[src/rtl/id_ex_hazard_reg.sv]
`default_nettype none
// ============================================================================
//  Module   : id_ex_hazard_reg
//  Purpose  : ID/EX pipeline register with load-use / HI-LO hazard stall,
//             bubble injection and MULT/DIV occupancy tracking.
//  Revision : 1.0  initial release
// ============================================================================
module id_ex_hazard_reg #(
    parameter int DATA_W  = 32,
    parameter int ALUOP_W = 4,
    parameter int MD_LAT  = 32
) (
    input  logic               clk,
    input  logic               rst,
    input  logic [4:0]         ID_rs,
    input  logic [4:0]         ID_rt,
    input  logic               ID_UsesRs,
    input  logic               ID_UsesRt,
    input  logic [4:0]         ID_WeSel,
    input  logic               ID_RegWrite,
    input  logic               ID_MemRead,
    input  logic               ID_MemWrite,
    input  logic               ID_MemToReg,
    input  logic               ID_ALUSrc,
    input  logic [ALUOP_W-1:0] ID_ALUOp,
    input  logic [DATA_W-1:0]  ID_RegData1,
    input  logic [DATA_W-1:0]  ID_RegData2,
    input  logic [DATA_W-1:0]  ID_Imm,
    input  logic [DATA_W-1:0]  ID_PC,
    input  logic               ID_MDStart,
    input  logic               ID_HiLoRead,
    input  logic               EX_Flush,
    output logic [4:0]         EX_rs,
    output logic [4:0]         EX_rt,
    output logic [4:0]         EX_WeSel,
    output logic               EX_RegWrite,
    output logic               EX_MemRead,
    output logic               EX_MemWrite,
    output logic               EX_MemToReg,
    output logic               EX_ALUSrc,
    output logic               EX_MDStart,
    output logic [ALUOP_W-1:0] EX_ALUOp,
    output logic [DATA_W-1:0]  EX_RegData1,
    output logic [DATA_W-1:0]  EX_RegData2,
    output logic [DATA_W-1:0]  EX_Imm,
    output logic [DATA_W-1:0]  EX_PC,
    output logic               EX_Valid,
    output logic               Stall,
    output logic               MD_Busy
);

    localparam int                CNT_W    = $clog2(MD_LAT + 1);
    localparam logic [CNT_W-1:0]  C_MD_LAT = CNT_W'(MD_LAT);

    logic [4:0]         r_rs, r_rt, r_wesel;
    logic               r_regwrite, r_memread, r_memwrite, r_memtoreg;
    logic               r_alusrc, r_mdstart, r_valid;
    logic [ALUOP_W-1:0] r_aluop;
    logic [DATA_W-1:0]  r_data1, r_data2, r_imm, r_pc;
    logic [CNT_W-1:0]   r_md_cnt;

    logic w_load_use;
    logic w_md_haz;
    logic w_stall;
    logic w_bubble;
    logic w_md_busy;

    assign w_md_busy  = (r_md_cnt != '0);
    assign w_load_use = r_valid & r_memread & (r_wesel != 5'd0) &
                        ((ID_UsesRs & (ID_rs == r_wesel)) |
                         (ID_UsesRt & (ID_rt == r_wesel)));
    assign w_md_haz   = w_md_busy & (ID_HiLoRead | ID_MDStart);
    // A flushed ID instruction is discarded, so it must never be held.
    assign w_stall    = ~EX_Flush & (w_load_use | w_md_haz);
    assign w_bubble   = EX_Flush | w_stall;

    always_ff @(posedge clk or posedge rst) begin
        if (rst) begin
            r_rs       <= '0;
            r_rt       <= '0;
            r_wesel    <= '0;
            r_regwrite <= 1'b0;
            r_memread  <= 1'b0;
            r_memwrite <= 1'b0;
            r_memtoreg <= 1'b0;
            r_alusrc   <= 1'b0;
            r_mdstart  <= 1'b0;
            r_aluop    <= '0;
            r_data1    <= '0;
            r_data2    <= '0;
            r_imm      <= '0;
            r_pc       <= '0;
            r_valid    <= 1'b0;
        end else if (w_bubble) begin
            r_rs       <= '0;
            r_rt       <= '0;
            r_wesel    <= '0;
            r_regwrite <= 1'b0;
            r_memread  <= 1'b0;
            r_memwrite <= 1'b0;
            r_memtoreg <= 1'b0;
            r_alusrc   <= 1'b0;
            r_mdstart  <= 1'b0;
            r_aluop    <= '0;
            r_data1    <= '0;
            r_data2    <= '0;
            r_imm      <= '0;
            r_pc       <= '0;
            r_valid    <= 1'b0;
        end else begin
            r_rs       <= ID_rs;
            r_rt       <= ID_rt;
            r_wesel    <= ID_WeSel;
            r_regwrite <= ID_RegWrite;
            r_memread  <= ID_MemRead;
            r_memwrite <= ID_MemWrite;
            r_memtoreg <= ID_MemToReg;
            r_alusrc   <= ID_ALUSrc;
            r_mdstart  <= ID_MDStart;
            r_aluop    <= ID_ALUOp;
            r_data1    <= ID_RegData1;
            r_data2    <= ID_RegData2;
            r_imm      <= ID_Imm;
            r_pc       <= ID_PC;
            r_valid    <= 1'b1;
        end
    end

    // Counter loads only when the MULT/DIV is actually captured into EX.
    always_ff @(posedge clk or posedge rst) begin
        if (rst) begin
            r_md_cnt <= '0;
        end else if (!w_bubble && ID_MDStart) begin
            r_md_cnt <= C_MD_LAT;
        end else if (w_md_busy) begin
            r_md_cnt <= r_md_cnt - CNT_W'(1);
        end
    end

    assign EX_rs       = r_rs;
    assign EX_rt       = r_rt;
    assign EX_WeSel    = r_wesel;
    assign EX_RegWrite = r_regwrite;
    assign EX_MemRead  = r_memread;
    assign EX_MemWrite = r_memwrite;
    assign EX_MemToReg = r_memtoreg;
    assign EX_ALUSrc   = r_alusrc;
    assign EX_MDStart  = r_mdstart;
    assign EX_ALUOp    = r_aluop;
    assign EX_RegData1 = r_data1;
    assign EX_RegData2 = r_data2;
    assign EX_Imm      = r_imm;
    assign EX_PC       = r_pc;
    assign EX_Valid    = r_valid;
    assign Stall       = w_stall;
    assign MD_Busy     = w_md_busy;

endmodule
`default_nettype wire

[config.mk]
export PLATFORM = sky130hd
export DESIGN_NAME = id_ex_hazard_reg
export DESIGN_NICKNAME = d
export VERILOG_FILES = /design/src/rtl/id_ex_hazard_reg.sv
export SDC_FILE = /design/constraint.sdc
export NUM_CORES = 1
export LEC_CHECK = 0
export ABC_AREA = 0
export CAP_MARGIN = 30
export CELL_PAD_IN_SITES_DETAIL_PLACEMENT = 2
export CELL_PAD_IN_SITES_GLOBAL_PLACEMENT = 2
export CORE_MARGIN = 5
export CORE_UTILIZATION = 23
export CTS_CLUSTER_DIAMETER = 50
export DETAILED_ROUTE_END_ITERATION = 12
export MAX_ROUTING_LAYER = met4
export PLACE_DENSITY = 0.83
export SLEW_MARGIN = 25
export SYNTH_ARGS = -nofsm -noshare
export SYNTH_HDL_FRONTEND = slang
export SYNTH_SLANG_ARGS = --single-unit
[constraint.sdc]
create_clock -name clk -period 5.9 [get_ports clk]
set_input_delay 0.59 -clock clk [delete_from_list [all_inputs] [get_ports clk]]
set_output_delay 0.59 -clock clk [all_outputs]
set_load 0.05 [all_outputs]
==> reports/results.txt <==
Routed length per placed instance = 18.70 um
Core box area = 23,400 um2
Grt ovf = 0
Initial antenna violation count = 4
Synth Instances = 384
Port Buffers = 314
Setup TNS = 0 ns
Arrival time worst endpoint = 2.94 ns
I/O pin total = 315
Leak = 0.004236 uW
Worst min path class = reg -> reg
Post-CTS Hold Fix Bufs = 0
RSZ-0062 raised after global routing = false
Total power = 3014 uW
Initial DRC count = 127
Layout fillers = 2,399
Critical path launch point type = input pin
Router iterations before antenna repair = 4
Final Cycle Share = 0.5975
Setup Fix Bufs, Post-CTS = 0
Slew @ Worst Pin = 0.7443 ns
Routability congestion estimate = 0.7761
Syn_nets = 545
Root buffer cell = clkbuf_16
Max Cap Viol = 0
First-pass GRT wire length = 29,220 um
Rel. slew slack = 0.5038
Area delta synth->final = 74.93%
Layout cells sized above 1 = 0.05579
Routed wire length = 19,450 um
Max Buffers Root-to-Sink = 2
Yosys cell types = 24
Largest net degree at the start of global routing = 80
Fin crit period = 3.525 ns
Detail Route Antenna Nets = 0
Average size of a mapped cell = 14.16 um2
Worst Setup End Kind = primary output
# clock sinks = 160
Worst-skew pair later-pin latency = 0.43 ns
Crit-path max FO = 4
Status = completed
Final Max Tran Viols = 0
Die W = 163.8 um
Clock-pin slew on the worst setup and hold paths = 0.07 ns
Yosys reg bits = 160
Synthesis Warnings = 0
Site Rows = 56
FMAX = 0.2837 GHz
H-tree levels = 4
Starting Density = 0.2324
Mapped Area = 5439 um2
Setup violations, final = 0
Layout Skew = 0.01490 ns
Critical Path RT = 5.31 ns
CTS Buf Count = 17
Die Footprint = 26,820 um2
Peak VDD IR = 0.1647 mV
Post-DP HPWL = 15,000 um
Critical path class = in -> out
CTS resizes = 0
Pwr Density = 316.7 nW/um2
Vias in the first global route = 4,686
Final hold vios = 0
Seq/Total Area, Yosys = 0.7361
Total number of vias = 4,033
CTS tree = done
Nets = 865
GRT Total Usage = 0.1502
DRC errors left = 0
Vias/cell = 3.878
Height of the die = 163.8 um
-- worst max-delay path, cell delays in order --
cell,delay [ns]
clkdlybuf4s50_1,0.52
xnor2_1,0.13
nand4_1,0.18
o22ai_1,0.46
a21oi_1,0.12
nor2_1,0.11
clkdlybuf4s50_1,0.82
-- layout by cell type (no fill, tap or decap), drive strengths merged, types with 4 or more instances in the layout --
cell / count
clkdlybuf4s50: 314
dfrtp: 160
and2: 154
clkbuf: 17
inv: 13
xnor2: 12
nand2: 7
nor2: 6
diode: 4
buf: 4
clkinv: 4
-- per-stage QoR --
step	util	setup slack, ns	cells	hold WS (ns)	instance area [um2]
finish	0.4065	2.375	1040	0.5387	9514
global route	0.4065	2.194	1040	0.5521	9514
CTS	0.4061	2.351	1036	0.5359	9504
detailed placement	0.3799	2.351	1004	0.5049	8891
global placement	0.3799	2.373	1004	0.4884	8891
floorplan	-	0.9901	384	0.4741	5439
-- layout make-up --
type | instances | area (um2) | area share
well taps | 319 | 399.1 | 0.04195
inverters | 5 | 23.77 | 0.002499
repair buffers | 318 | 3173 | 0.3335
clock inverters | 15 | 187.7 | 0.01973
diodes | 4 | 10.01 | 0.001052
flip-flops and latches | 160 | 4004 | 0.4208
clock buffers | 17 | 425.4 | 0.04471
multi-input cells | 202 | 1291 | 0.1357
-- per-layer routing --
layer | global-route usage | vias up | routed length [um]
met2 | 0.2512 | 202 | 9799
met1 | 0.1584 | 1994 | 7189
li1 | - | 1820 | -
met4 | 0.04956 | 0 | 284
met3 | 0.06851 | 17 | 2174
met5 | - | - | 0
-- final timing paths --
| check | start | endpoint | slack (ns) | depth (start not counted) |
|---|---|---|---|---|
| setup / recovery | ID_rs[4] | Stall | 2.37 | 7 |
| hold / removal | r_md_cnt[3] | r_md_cnt[3] | 0.54 | 1 |
| setup reg to reg | r_md_cnt[0] | EX_rs[3] | 3.34 | 8 |
| hold reg to reg | r_md_cnt[3] | r_md_cnt[3] | 0.54 | 1 |
| max in group asynchronous | rst | EX_RegWrite | 4.15 | 3 |
| min in group asynchronous | rst | EX_Imm[26] | 0.66 | 2 |
-- cells in the mapped netlist --
library cell / n / area (um2)
a21oi_1: 3 / 15.01
or2_2: 1 / 6.260
nand4_1: 2 / 12.51
dfrtp_1: 160 / 4004
ha_1: 2 / 25.02
buf_2: 1 / 5.000
and2_1: 154 / 963.4
clkbuf_1: 8 / 30.03
or3_1: 2 / 12.51
nor3_1: 2 / 10.01
o21ai_0: 2 / 10.01
nor3b_1: 1 / 7.510
xnor2_1: 12 / 105.1
nand2_1: 7 / 26.28
o311a_1: 1 / 10.01
a211oi_4: 1 / 20.02
nand2b_1: 1 / 6.260
a21o_1: 1 / 7.510
o21a_1: 1 / 7.510
mux2_2: 1 / 11.26
inv_1: 5 / 18.77
o22ai_1: 2 / 12.51
buf_6: 8 / 90.09
nor2_1: 6 / 22.52
-- sequential cells by signal (all words and copies together) (netlist names), 4 cells and up --
register,flops
EX_rt,5
r_md_cnt,6
EX_RegData1,32
EX_ALUOp,4
EX_rs,5
EX_RegData2,32
EX_Imm,32
EX_WeSel,5
EX_PC,32
-- power by group --
group	switching, uW	internal, uW	total (uW)	leakage, uW
combinational	379	270	649	0.00176
sequential	39.5	1180	1210	0.00218
clock	537	613	1150	0.000294
total	956	2060	3010	0.00424
-- kinds of logic (layout without fill, tap and decap cells) --
family	Yosys count	count (layout)	synth area share
AND/OR/NAND/NOR	176	176	0.1962
flip-flops	160	160	0.7361
buffers and inverters	22	355	0.02646
XOR/XNOR	12	12	0.01932
AO/OA/AOI/OAI	11	11	0.01518
adder cells (fa/ha/maj)	2	2	0.004600
multiplexers	1	1	0.002070
other	0	4	0
(Power assumes the default switching activity.)
